`src/rtl/tqvp_rejunity_vga_banked.sv`:
```
`default_nettype none
// ============================================================================
// Module   : tqvp_rejunity_vga_banked
// Purpose  : Double-banked multi-bpp line-buffer VGA peripheral for TinyQV.
//            Optional line-compare interrupt: define VGA_BANKED_LINE_IRQ_EN.
// Revision : 1.0 - initial release
// ============================================================================
module tqvp_rejunity_vga_banked #(
  parameter int PIXELS   = 128,
  parameter int BPP      = 2,
  parameter int PIX_CLKS = 8,
  parameter int H_ACTIVE = 1024,
  parameter int H_FP     = 24,
  parameter int H_SYNC   = 136,
  parameter int H_BP     = 160,
  parameter int V_ACTIVE = 768,
  parameter int V_FP     = 3,
  parameter int V_SYNC   = 6,
  parameter int V_BP     = 29
) (
  input  logic        clk,
  input  logic        rst_n,
  input  logic [7:0]  ui_in,
  output logic [7:0]  uo_out,
  input  logic [5:0]  address,
  input  logic [31:0] data_in,
  input  logic [1:0]  data_write_n,
  input  logic [1:0]  data_read_n,
  output logic [31:0] data_out,
  output logic        data_ready,
  output logic        user_interrupt
);

  localparam int c_bank_bits = PIXELS * BPP;
  localparam int c_words     = c_bank_bits / 32;
  localparam int c_ncol      = 1 << BPP;
  localparam int c_idx_w     = $clog2(PIXELS);
  localparam int c_sub_w     = (PIX_CLKS > 1) ? $clog2(PIX_CLKS) : 1;

  localparam logic [10:0] c_h_last   = 11'(H_ACTIVE + H_FP + H_SYNC + H_BP - 1);
  localparam logic [10:0] c_h_active = 11'(H_ACTIVE);
  localparam logic [10:0] c_hs_first = 11'(H_ACTIVE + H_FP);
  localparam logic [10:0] c_hs_last  = 11'(H_ACTIVE + H_FP + H_SYNC - 1);
  localparam logic [9:0]  c_v_last   = 10'(V_ACTIVE + V_FP + V_SYNC + V_BP - 1);
  localparam logic [9:0]  c_v_active = 10'(V_ACTIVE);
  localparam logic [9:0]  c_vs_first = 10'(V_ACTIVE + V_FP);
  localparam logic [9:0]  c_vs_last  = 10'(V_ACTIVE + V_FP + V_SYNC - 1);
  localparam logic [c_idx_w-1:0] c_idx_last = c_idx_w'(PIXELS - 1);
  localparam logic [c_sub_w-1:0] c_sub_last = c_sub_w'(PIX_CLKS - 1);
  localparam logic [23:0] c_pal_rst = {6'h0C, 6'h30, 6'h3F, 6'h00};

  logic [10:0]            r_x;
  logic [9:0]             r_y;
  logic [c_sub_w-1:0]     r_sub;
  logic [c_idx_w-1:0]     r_idx;
  logic [c_bank_bits-1:0] r_bank [2];
  logic [5:0]             r_pal [c_ncol];
  logic                   r_disp, r_swap, r_irq_en, r_irq;
  logic [7:0]             r_uo;

  logic                   w_wbank, w_wr, w_wr32, w_ctl_wr, w_clr, w_vblank;
  logic                   w_line_hit, w_irq_set, w_vis, w_hs, w_vs;
  logic [c_bank_bits-1:0] w_shift;
  logic [BPP-1:0]         w_pix;
  logic [5:0]             w_rgb;
  logic [31:0]            w_rd_word, w_rd_3d, w_rd_3e;
  logic                   w_unused;

  assign w_wbank   = ~r_disp;
  assign w_wr      = (data_write_n != 2'b11);
  assign w_wr32    = (data_write_n == 2'b10);
  assign w_ctl_wr  = w_wr && (address == 6'h3C);
  assign w_clr     = w_wr && (address == 6'h3D);
  assign w_vblank  = (r_x == '0) && (r_y == c_v_active);
  assign w_irq_set = r_irq_en && (w_vblank || w_line_hit);
  assign w_unused  = &{1'b0, ui_in, data_read_n};

  // Counters and the pixel walker restart together so index == x / PIX_CLKS.
  always_ff @(posedge clk or negedge rst_n) begin
    if (!rst_n) begin
      r_x   <= '0;
      r_y   <= '0;
      r_sub <= '0;
      r_idx <= '0;
    end else if (r_x == c_h_last) begin
      r_x   <= '0;
      r_y   <= (r_y == c_v_last) ? 10'd0 : r_y + 10'd1;
      r_sub <= '0;
      r_idx <= '0;
    end else begin
      r_x <= r_x + 11'd1;
      if (r_sub == c_sub_last) begin
        r_sub <= '0;
        r_idx <= (r_idx == c_idx_last) ? '0 : r_idx + c_idx_w'(1);
      end else begin
        r_sub <= r_sub + c_sub_w'(1);
      end
    end
  end

  assign w_shift = r_bank[r_disp] >> (r_idx * BPP);
  assign w_pix   = w_shift[BPP-1:0];
  assign w_vis   = (r_x < c_h_active) && (r_y < c_v_active);
  assign w_rgb   = w_vis ? r_pal[w_pix] : 6'd0;
  assign w_hs    = !((r_x >= c_hs_first) && (r_x <= c_hs_last));
  assign w_vs    = !((r_y >= c_vs_first) && (r_y <= c_vs_last));

  always_ff @(posedge clk or negedge rst_n) begin
    if (!rst_n) begin
      r_uo     <= 8'b1000_1000;
      r_bank[0] <= '0;
      r_bank[1] <= '0;
      for (int i = 0; i < c_ncol; i++) r_pal[i] <= c_pal_rst[i*6 +: 6];
      r_disp   <= 1'b0;
      r_swap   <= 1'b0;
      r_irq_en <= 1'b0;
      r_irq    <= 1'b0;
    end else begin
      r_uo <= {w_hs, w_rgb[5:3], w_vs, w_rgb[2:0]};
      for (int w = 0; w < c_words; w++)
        if (w_wr32 && !address[5] && (address[4:2] == 3'(w)))
          r_bank[w_wbank][w*32 +: 32] <= data_in;
      for (int i = 0; i < c_ncol; i++)
        if (w_wr && (address == 6'(48 + i))) r_pal[i] <= data_in[5:0];
      // A request landing on the swap clock survives into the next frame.
      r_disp <= r_disp ^ (w_vblank & r_swap);
      r_swap <= (w_ctl_wr & data_in[0]) | (r_swap & ~w_vblank);
      if (w_ctl_wr) r_irq_en <= data_in[1];
      r_irq <= w_irq_set | (r_irq & ~w_clr);
    end
  end

`ifdef VGA_BANKED_LINE_IRQ_EN
  logic [9:0] r_line_cmp;
  logic       r_cause;

  assign w_line_hit = (r_x == '0) && (r_y == r_line_cmp);
  assign w_rd_3d    = {30'd0, r_cause, r_irq};
  assign w_rd_3e    = {22'd0, r_line_cmp};

  always_ff @(posedge clk or negedge rst_n) begin
    if (!rst_n) begin
      r_line_cmp <= 10'h3FF;
      r_cause    <= 1'b0;
    end else begin
      if (w_wr && (address == 6'h3E)) r_line_cmp <= data_in[9:0];
      if (w_irq_set) r_cause <= w_line_hit;
    end
  end
`else
  assign w_line_hit = 1'b0;
  assign w_rd_3d    = {31'd0, r_irq};
  assign w_rd_3e    = 32'd0;
`endif

  always_comb begin
    w_rd_word = '0;
    for (int w = 0; w < c_words; w++)
      if (address[4:2] == 3'(w)) w_rd_word = r_bank[w_wbank][w*32 +: 32];
  end

  always_comb begin
    data_out = '0;
    if (!address[5]) begin
      data_out = w_rd_word;
    end else begin
      case (address)
        6'h3C:   data_out = {16'd0, r_y, 3'd0, r_swap, r_irq_en, r_disp};
        6'h3D:   data_out = w_rd_3d;
        6'h3E:   data_out = w_rd_3e;
        default: data_out = '0;
      endcase
    end
  end

  assign uo_out         = r_uo;
  assign data_ready     = 1'b1;
  assign user_interrupt = r_irq;

endmodule
`default_nettype wire
```
`config.mk`:
```
export PLATFORM = sky130hd
export DESIGN_NAME = tqvp_rejunity_vga_banked
export DESIGN_NICKNAME = d
export VERILOG_FILES = /design/src/rtl/tqvp_rejunity_vga_banked.sv
export SDC_FILE = /design/constraint.sdc
export NUM_CORES = 1
export LEC_CHECK = 0
export BUFFER_PORTS_ARGS = -buffer_cell sky130_fd_sc_hd__buf_2
export CORE_ASPECT_RATIO = 0.7
export CORE_MARGIN = 5
export CORE_UTILIZATION = 65
export CTS_BUF_LIST = sky130_fd_sc_hd__clkbuf_4 sky130_fd_sc_hd__clkbuf_8
export DETAILED_ROUTE_END_ITERATION = 6
export GPL_TIMING_DRIVEN = 0
export PLACE_DENSITY = 0.83
export SETUP_SLACK_MARGIN = 0.05
export SYNTH_ARGS = -nofsm -noshare
export SYNTH_HDL_FRONTEND = slang
export SYNTH_SLANG_ARGS = --single-unit
```
`constraint.sdc`:
```
create_clock -name clk -period 3.8 [get_ports clk]
set_input_delay 0.19 -clock clk [delete_from_list [all_inputs] [get_ports clk]]
set_output_delay 0.19 -clock clk [all_outputs]
set_load 0.05 [all_outputs]
```
; ---- Yosys cells after proc, flatten, opt, wreduce, memory -nomap -nowiden
; Index checks and enable logic that the tools add are counted.
[classes]
n_addsub = 4
n_lt_le_gt_ge = 10
eq_ne = 20
shifts = 1
muxes = 59
bitwise_logic = 13
reduce_logical = 27
[ops]
columns = op, count
row1 = 512-bit bitwise mux, 8
row2 = 512-bit 2-to-1 mux, 8
row3 = 256-bit demux with 1-bit select, 8
row4 = 256-bit 2-to-1 mux, 7
row5 = 32-bit 2-to-1 mux, 10
row6 = 256-bit by 8-bit right shift with 2-bit output, 1
row7 = 224-bit 2-to-1 mux, 1
row8 = 192-bit 2-to-1 mux, 1
row9 = 160-bit 2-to-1 mux, 1
row10 = 128-bit 2-to-1 mux, 1
row11 = 96-bit 2-to-1 mux, 1
row12 = 64-bit 2-to-1 mux, 1
row13 = 6-bit == test (second input constant), 6
row14 = 16-bit case mux with 2 select lines, 1
row15 = 1-bit logical AND, 21
row16 = 7-bit 2-to-1 mux, 3
row17 = 10-bit == test (second input constant), 2
row18 = 6-bit 2-to-1 mux, 3
row19 = 3-bit == test (second input constant), 5
row20 = 6-bit binary-select mux with 2-bit select, 1
row21 = 11-bit by 1-bit adder with 11-bit output (second input constant), 1
row22 = 11-bit == test (second input constant), 1
row23 = 11-bit greater-or-equal comparator (second input constant), 1
row24 = 11-bit <= comparator (second input constant), 1
row25 = 28 further kinds, 40
[totals]
regBits = 579
inputBits = 52
output_inout_bits = 42
word_cells = 149

; ---- Logic depth before layout (Yosys ltp)
; Gate-level depths: netlist of the first run.
[logic_depth]
depth_word = 22
depth_mapped = 15
ltp_nobuf = 9

; ---- Worst setup path before layout of the first run
; No wires, ideal clock.
[synth_timing]
kind = reg2out
start = register r_disp
end = output port data_out[14]
arrival_time_ns = 3.303
required_ns = 3.610
slack_ns = 0.307
stages_incl_launch_ff = 14
path_buffers = 9
path_cell_list = dfrtp_1 buf_6 buf_8 buf_6 buf_6 buf_4 buf_2 buf_2 buf_2 buf_2 mux2i_1 o22ai_1 nor4_1 o21ai_0
[synth_between]
elab_chain_cells = 14
[synth_rtl]
columns = item, line_no
row1 = from (decl), 58  ; logic r_disp, r_swap, r_irq_en, r_irq;
row2 = from (signal assigned), 126  ; r_disp <= r_disp ^ (w_vblank & r_swap);
row3 = 1-bit inverter *, 69  ; assign w_wbank = ~r_disp;
row4 = 1-bit inverter with 2-bit output (implied by the code) *, 159  ; if (address[4:2] == 3'(w)) w_rd_word = r_bank[w_wbank][w*32 +: 32];
row5 = 256-bit 2-to-1 mux (implied by the code) * (3 in a row), 159
row6 = 32-bit 2-to-1 mux (7 in a row), 159
row7 = 32-bit 2-to-1 mux *, 159
row8 = 32-bit 2-to-1 mux *, 164  ; if (!address[5]) begin
row9 = to (decl), 29  ; output logic [31:0] data_out,
; Every way passes the cells marked *; elsewhere a longest branch is shown, timed or not. The select of a mux whose other input is x is not followed.

; ---- Final worst setup path of the first run
[layout_timing]
start = register r_disp
end = register r_bank[115] (netlist bit)
[layout_between]
elab_chain_cells = 19
elab_cells_between_ends = 30
cone_classes = 2 x order compare / 25 x mux / 2 x bitwise / 1 x reduce/logical
[layout_rtl]
columns = item, line_no
row1 = 1-bit inverter *, 69
row2 = 1-bit inverter with 2-bit output (implied by the code) *, 122  ; r_bank[w_wbank][w*32 +: 32] <= data_in;
row3 = 256-bit demux with 1-bit select, 122
row4 = 512-bit bitwise mux, 122
row5 = 512-bit 2-to-1 mux, 121  ; if (w_wr32 && !address[5] && (address[4:2] == 3'(w)))
row6 = 512-bit bitwise mux, 122
row7 = 512-bit 2-to-1 mux, 121
row8 = 512-bit bitwise mux, 122
row9 = (+3 left out), --
row10 = 512-bit bitwise mux, 122
row11 = 512-bit 2-to-1 mux, 121
row12 = 512-bit bitwise mux, 122
row13 = 512-bit 2-to-1 mux, 121
row14 = 512-bit bitwise mux, 122
row15 = 512-bit 2-to-1 mux, 121
row16 = 512-bit bitwise mux, 122
row17 = 512-bit 2-to-1 mux *, 121
row18 = "to (signal, indexed assignment)", 122
row19 = to (decl), 56  ; logic [c_bank_bits-1:0] r_bank [2];
; Every way passes the cells marked *; elsewhere a longest branch is shown, timed or not.
; A chain may end at the register's enable or synchronous reset.

==> results of run 1 <==
how the worst max path moves through the flow:
stage / startpoint / endpoint / slack (ps) / cells past startpoint
global route: r_disp$_DFF_PN0_ / uo_out[6]$_DFF_PN0_ / 10 / 16
CTS: r_disp$_DFF_PN0_ / data_out[12] / -2 / 14
global placement: rst_n / r_bank[346]$_DFFE_PN0P_ / -9080 / 1
floorplan: r_disp$_DFF_PN0_ / data_out[14] / 310 / 13
detailed placement: r_disp$_DFF_PN0_ / data_out[12] / -1390 / 14
finish: r_disp$_DFF_PN0_ / r_bank[115]$_DFFE_PN0P_ / -130 / 7
placed cells by master, fill, tap and decap left out, drive strengths merged, types with 12 or more instances in the layout:
cell	Yosys	routed
dfrtp	567	567
mux2	551	551
mux2i	301	301
clkbuf	106	270
buf	118	219
o22ai	125	125
mux4	105	105
nand2	67	67
nor2	65	65
o21ai	56	56
a21oi	41	41
dlygate4sd3	0	34
nor3	28	28
nand3	24	24
inv	20	23
nor2b	21	21
nor4	15	15
a221oi	14	14
dfstp	12	12
o221ai	12	12
cell usage after synthesis (all sizes together), types with 14 or more instances:
cell type,instances
a21oi,41
a221oi,14
buf,118
clkbuf,106
dfrtp,567
inv,20
mux2,551
mux2i,301
mux4,105
nand2,67
nand3,24
nor2,65
nor2b,21
nor3,28
nor4,15
o21ai,56
o22ai,125
area by class of cell:
class | count | area (sq um) | share of cell area [%]
Multi-Input combinational cell | 1569 | 15700 | 43.7
Tap cell | 621 | 777 | 2.16
Buffer | 222 | 1510 | 4.20
Clock inverter | 10 | 93.8 | 0.261
Timing Repair Buffer | 147 | 1360 | 3.77
Sequential cell | 579 | 14500 | 40.4
Clock buffer | 154 | 1910 | 5.31
Inverter | 20 | 75.1 | 0.209
Antenna cell | 1 | 2.50 | 0.00697
flip-flops by register name (all words and copies together), names as in the netlist:
name,cells
r_pal,24
user_interrupt,1
r_swap,1
r_bank,512
r_x,11
r_idx,7
r_irq_en,1
r_disp,1
r_y,10
r_sub,3
uo_out,8
cell families after synthesis:
| logic type | share of synthesized area [%] |
|---|---|
| muxes | 37.5 |
| DFF | 46.7 |
| AOI/OAI and AO/OA | 6.62 |
| and+or+nand+nor | 4.52 |
| buffers and inverters | 3.91 |
| xor gates and xnor gates | 0.479 |
| adders and majority gates | 0.322 |
| other | 0.0121 |
report_power, final:
group / internal, uW / switching [uW]
Combinational: 925 / 1120
Clock: 3220 / 2670
Sequential: 6770 / 500
through the flow:
step	instance area (sq um)	setup TNS (ps)	setup WS (ps)	hold WS, ps
detailed placement	32400	-24290	-1390	116
floorplan	31100	0	307	-106
CTS	35600	-1.80	-1.80	42.4
global route	35900	0	14.7	64.9
global placement	32200	-5413170	-9080	432
finish	35900	-4820	-134	60.9
per-layer routing:
metal	wire length [microns]	part of all wire, %
met5	149	0.12
met4	8810	7.0
met3	21400	17
met2	48700	39
met1	46300	37
critical path: cells and delay by family, from the launching register on:
kind                   cells  cell delay, ps
buffers and inverters      4            1310
AND/OR/NAND/NOR            2            1520
multiplexers               1             490
flip-flops                 1             450
what timing repair did:
| item | CTS | global route |
|---|---|---|
| gates resized for setup | 155 | 67 |
| gates cloned | 3 | 1 |
| endpoints found under the setup margin | 38 | 46 |
| buffers inserted | 20 | 2 |
| hold buffers | 35 | 0 |
| pin swaps | 15 | 15 |
| hold endpoints to repair | 476 | 0 |
==> results.yml, run 1 <==
finish:
  drive_above_1_share_pct: 40.2
  area_growth_pct: 15.5
  stdcell_count: 3323
  n_fill_cell: 3020
  nNetsFinal: 2688
  final_core_util_pct: 75.5
grt:
  grt_pass1_vias: 24537
  use_met2_pct: 62.7
  grt_max_degree: 130
  grtUsageMet3_pct: 24.7
  grt_pass1_wl_microns: 176000
  antenna_found_initial: 5
  grt.busiest_layer: "met1"
  use_met1_pct: 63.3
  grt_use_total_pct: 47.6
  overflow: 0
setup_path:
  crit_path_frequent_cell: "buf_4"
  r2r_setup_slack_ps: -130
  reg2reg_depth: 7
  timing_worst_setup_path_type: "register to register"
  crit_chain: "buf_12 -> buf_4 -> buf_4 -> nor4b_2 -> nand3_1 -> clkbuf_1 -> mux2_2"
  crit-reg2reg-capture: "r_bank[115]$_DFFE_PN0P_"
  r2r-start: "r_disp$_DFF_PN0_"
  worst_setup_path_start_kind: "register"
  cp.required_ps: 4400
  crit_path_end_kind: "register"
  crit_path_max_fanout: 10
  crit_arrival_ps: 4530
  cp_slowest_cell: "nor4b_2"
  critPathMaxStageDelay_ps: 930
synth:
  synth_nets: 2452
  yosysWarnings: 0
  ys_types: 79
  synthFlopType: "dfrtp_1"
  synth_cells: 2392
  synth_edf_count: 0
  netlist.area_leader.share_pct: 45.7
  syn-mean-instance-area_sq_um: 13.0
  synth_area_leader_cell: "dfrtp_1"
  syn_area_sq_mm: 0.0311
  synth_seq_area_share_pct: 46.7
  async_reset_ff_share_pct: 100
  ys_seq_elements: 579
  synth_area_leaders: "dfrtp_1, mux2_2, mux2i_1"
outcome:
  run_status: "finished with violations"
  violations: "capacitance limit, slew limit, setup timing"
die:
  die_y_microns: 193
  die-area_sq_mm: 0.0523
  core_sq_mm: 0.0475
  num_rows: 67
  die_width_microns: 271
  start_util_pct: 65.4
  boundaryPins: 94
routing:
  finalWirelength_microns: 125000
  drtAntennaViolNets: 0
  avgViaCountPerCell: 7.51
  vias: 24944
  firstDrtPassIters: 6
  detail_route.iter0.violations: 4066
  wire_per_inst_microns: 37.7
  drc_errors: 0
placed_design:
  hpwl_microns: 84700
  dp.cells: 3097
  routabilityCongestion: 1.05
  io_buffers: 76
worst_hold_path:
  whs_endpoint: "r_pal[14]$_DFFE_PN1P_"
  min_from: "data_in[2]"
  hold_path.class: "input pin to register"
  holdPathStages: 2
timing:
  final_hold_viol_count: 0
  drv_slew: 100
  skew_ps: 24.4
  period_needed_ps: 3930
  slew_headroom_pct: -9.39
  setup_viol: 75
  fin_crit_sh_pct: 104
  worstMarginPinSlew_ps: 1640
  timing.fmax_ghz: 0.254
  grt_setup_unrepaired: "no"
  setup_ws_ps: -134
clock_network:
  cts_inserted_buffers: 89
  clockBufferDepth: 3
  clk_pin_slew_ps: 70
  clkLatencyLatePin_ps: 740
  clockRootBuffer: "clkbuf_8"
  h-tree-depth: 3
  cts_tree: "done"
  cts_sinks: 579
power_and_ir_drop:
  power.density_mw_per_mm2: 423
  power.total_uw: 15200
  p_leak_uw: 0.0155
  peakVddDrop_v: 0.000432
job:
  maxCapViolations: 11
(Power assumes the default switching activity.)
==> run 2: changes to the inputs <==
--- a/config.mk
+++ b/config.mk
@@ -6,7 +6,6 @@
 export NUM_CORES = 1
 export LEC_CHECK = 0
 export BUFFER_PORTS_ARGS = -buffer_cell sky130_fd_sc_hd__buf_2
-export CORE_ASPECT_RATIO = 0.7
 export CORE_MARGIN = 5
 export CORE_UTILIZATION = 65
 export CTS_BUF_LIST = sky130_fd_sc_hd__clkbuf_4 sky130_fd_sc_hd__clkbuf_8
==> run 2 against run 1 <==
Compared with the run above:
- the run still ends with capacitance limit, slew limit, setup timing left
- register-to-register slack improved by 120 ps
- cell count increased by 0.15%
- cell area up 0.61%
- via count down 0.65%
- sequential cell count did not move
- largest cell class unchanged
- largest power group unchanged
- highest routed layer is now met4
==> results.yml, run 2 (synthesis results as in run 1) <==
setup_path:
  critPathMaxStageDelay_ps: 1010
  crit_path_end_kind: "primary output"
  crit_path_max_fanout: 10
  worst_setup_path_start_kind: "input pin"
  crit_family: "buffers and inverters"
  cp.required_ps: 3610
  crit_chain: "buf_2 -> clkbuf_1 -> or2_2 -> clkbuf_1 -> clkbuf_1 -> o22ai_2 -> nor4_4 -> o21ai_1 -> buf_6"
  crit_arrival_ps: 3630
  crit_buf_inv: 5
  timing_worst_setup_path_type: "input pin to primary output"
  cp_slowest_cell: "clkbuf_1"
  crit_path_frequent_cell: "clkbuf_1"
outcome:
  violations: "capacitance limit, slew limit, setup timing"
  run_status: "finished with violations"
timing:
  setup_ws_ps: -19.4
  fin_setup_tns_ps: -25.4
  grt_setup_unrepaired: "no"
  setup_viol: 2
  skew_ps: 25.3
  timing.fmax_ghz: 0.262
  worstMarginPinSlew_ps: 1700
  drv_slew: 108
  period_needed_ps: 3820
  fin_crit_sh_pct: 101
  final_hold_viol_count: 0
  slew_headroom_pct: -13.2
job:
  maxCapViolations: 11
grt:
  grt_pass1_wl_microns: 173000
  grt_max_degree: 121
  use_met2_pct: 64.1
  grtUsageMet3_pct: 19.3
  grt_use_total_pct: 45.9
  antenna_found_initial: 1
  grt_pass1_vias: 24693
  overflow: 0
  use_met1_pct: 59.8
  grt.busiest_layer: "met2"
finish:
  final_common_cell: "dfrtp_1"
  largest_reg_flops: 512
  nNetsFinal: 2696
  n_fill_cell: 3003
  final_cell_area_sq_mm: 0.0361
  top_register: "r_bank"
  area_growth_pct: 16.2
  stdcell_count: 3328
  final_cell_mix: "dfrtp_1, mux2_2, mux2i_1"
  reg_top3: "r_bank x512, r_pal x24, r_x x11"
  drive_above_1_share_pct: 40.5
placed_design:
  dp.cells: 3090
  io_buffers: 76
  post_dp_cell_area_sq_mm: 0.0324
  hpwl_microns: 83200
  post-place-ws_ps: -1180
  routabilityCongestion: 1.01
routing:
  wire_per_inst_microns: 36.9
  detail_route.iter0.violations: 3748
  finalWirelength_microns: 123000
  drc_errors: 0
  avgViaCountPerCell: 7.45
  vias: 24783
  drtAntennaViolNets: 0
  firstDrtPassIters: 7
die:
  boundaryPins: 94
  die_y_microns: 229
  num_rows: 80
  die-area_sq_mm: 0.0523
  start_util_pct: 65.4
  core_sq_mm: 0.0475
  die_width_microns: 229
worst_hold_path:
  hold_path.class: "input pin to asynchronous set/reset pin"
clock_network:
  clockBufferDepth: 3
  cts_inserted_buffers: 97
  cts_sinks: 579
  clockRootBuffer: "clkbuf_8"
  clk_pin_slew_ps: 60
  clkLatencyLatePin_ps: 710
  h-tree-depth: 3
  cts_tree: "done"
power_and_ir_drop:
  power.total_uw: 15400
  peakVddDrop_v: 0.000473
  power.density_mw_per_mm2: 425
  p_leak_uw: 0.0156
-- run 2: stage by stage --
| stage | hold WS, ps | utilization (%) |
|---|---|---|
| detailed placement | 71.6 | 68.1 |
| global placement | 429 | 67.8 |
| finish | 55.4 | 76.0 |
| CTS | 24.7 | 75.0 |
| global route | 70.0 | 75.9 |
| floorplan | -106 | - |
-- run 2: report_power, final --
group	leakage, uW	internal, uW	total (uW)	switching, uW
Clock	0.00112	3370	6050	2680
Combinational	0.00682	937	2050	1110
Sequential	0.00769	6770	7260	483
-- run 2: timing repair --
| action | 4_1_cts | 5_1_grt |
|---|---|---|
| hold endpoints to repair | 403 | 0 |
| pin swaps | 12 | 14 |
| buffers inserted | 16 | 8 |
| endpoints found under the setup margin | 38 | 36 |
| gates cloned | 0 | 4 |
| gates resized for setup | 169 | 74 |
| hold buffers | 35 | 0 |
-- run 2: worst paths after layout --
check | start | to | slack (ps) | cells past startpoint
min | rst_n | uo_out[7]$_DFF_PN1_ | 60 | 2
max reg2reg | r_idx[0]$_DFFE_PN0P_ | uo_out[2]$_DFF_PN0_ | -10 | 11
min reg2reg | r_sub[0]$_DFF_PN0_ | r_sub[0]$_DFF_PN0_ | 450 | 1
max in group asynchronous | rst_n | r_bank[180]$_DFFE_PN0P_ | 2150 | 5
min in group clk | data_in[4] | r_bank[196]$_DFFE_PN0P_ | 70 | 2
max | address[2] | data_out[12] | -20 | 9
-- run 2: layout make-up --
class                           instances  area (sq um)  share of cell area (%)
Multi-Input combinational cell       1569         15800                    43.7
Sequential cell                       579         14500                    40.2
Clock buffer                          152          1940                    5.38
Buffer                                221          1560                    4.32
Timing Repair Buffer                  148          1330                    3.67
Tap cell                              615           769                    2.13
Clock inverter                         20           158                   0.436
Inverter                               20          78.8                   0.218
Antenna cell                            4          10.0                  0.0277
-- run 2: routing by layer --
| metal | vias up | wire length [microns] |
|---|---|---|
| li1 | 9542 | - |
| met1 | 12574 | 44200 |
| met2 | 2180 | 50700 |
| met3 | 487 | 18600 |
| met4 | 0 | 9470 |
| met5 | - | 0 |
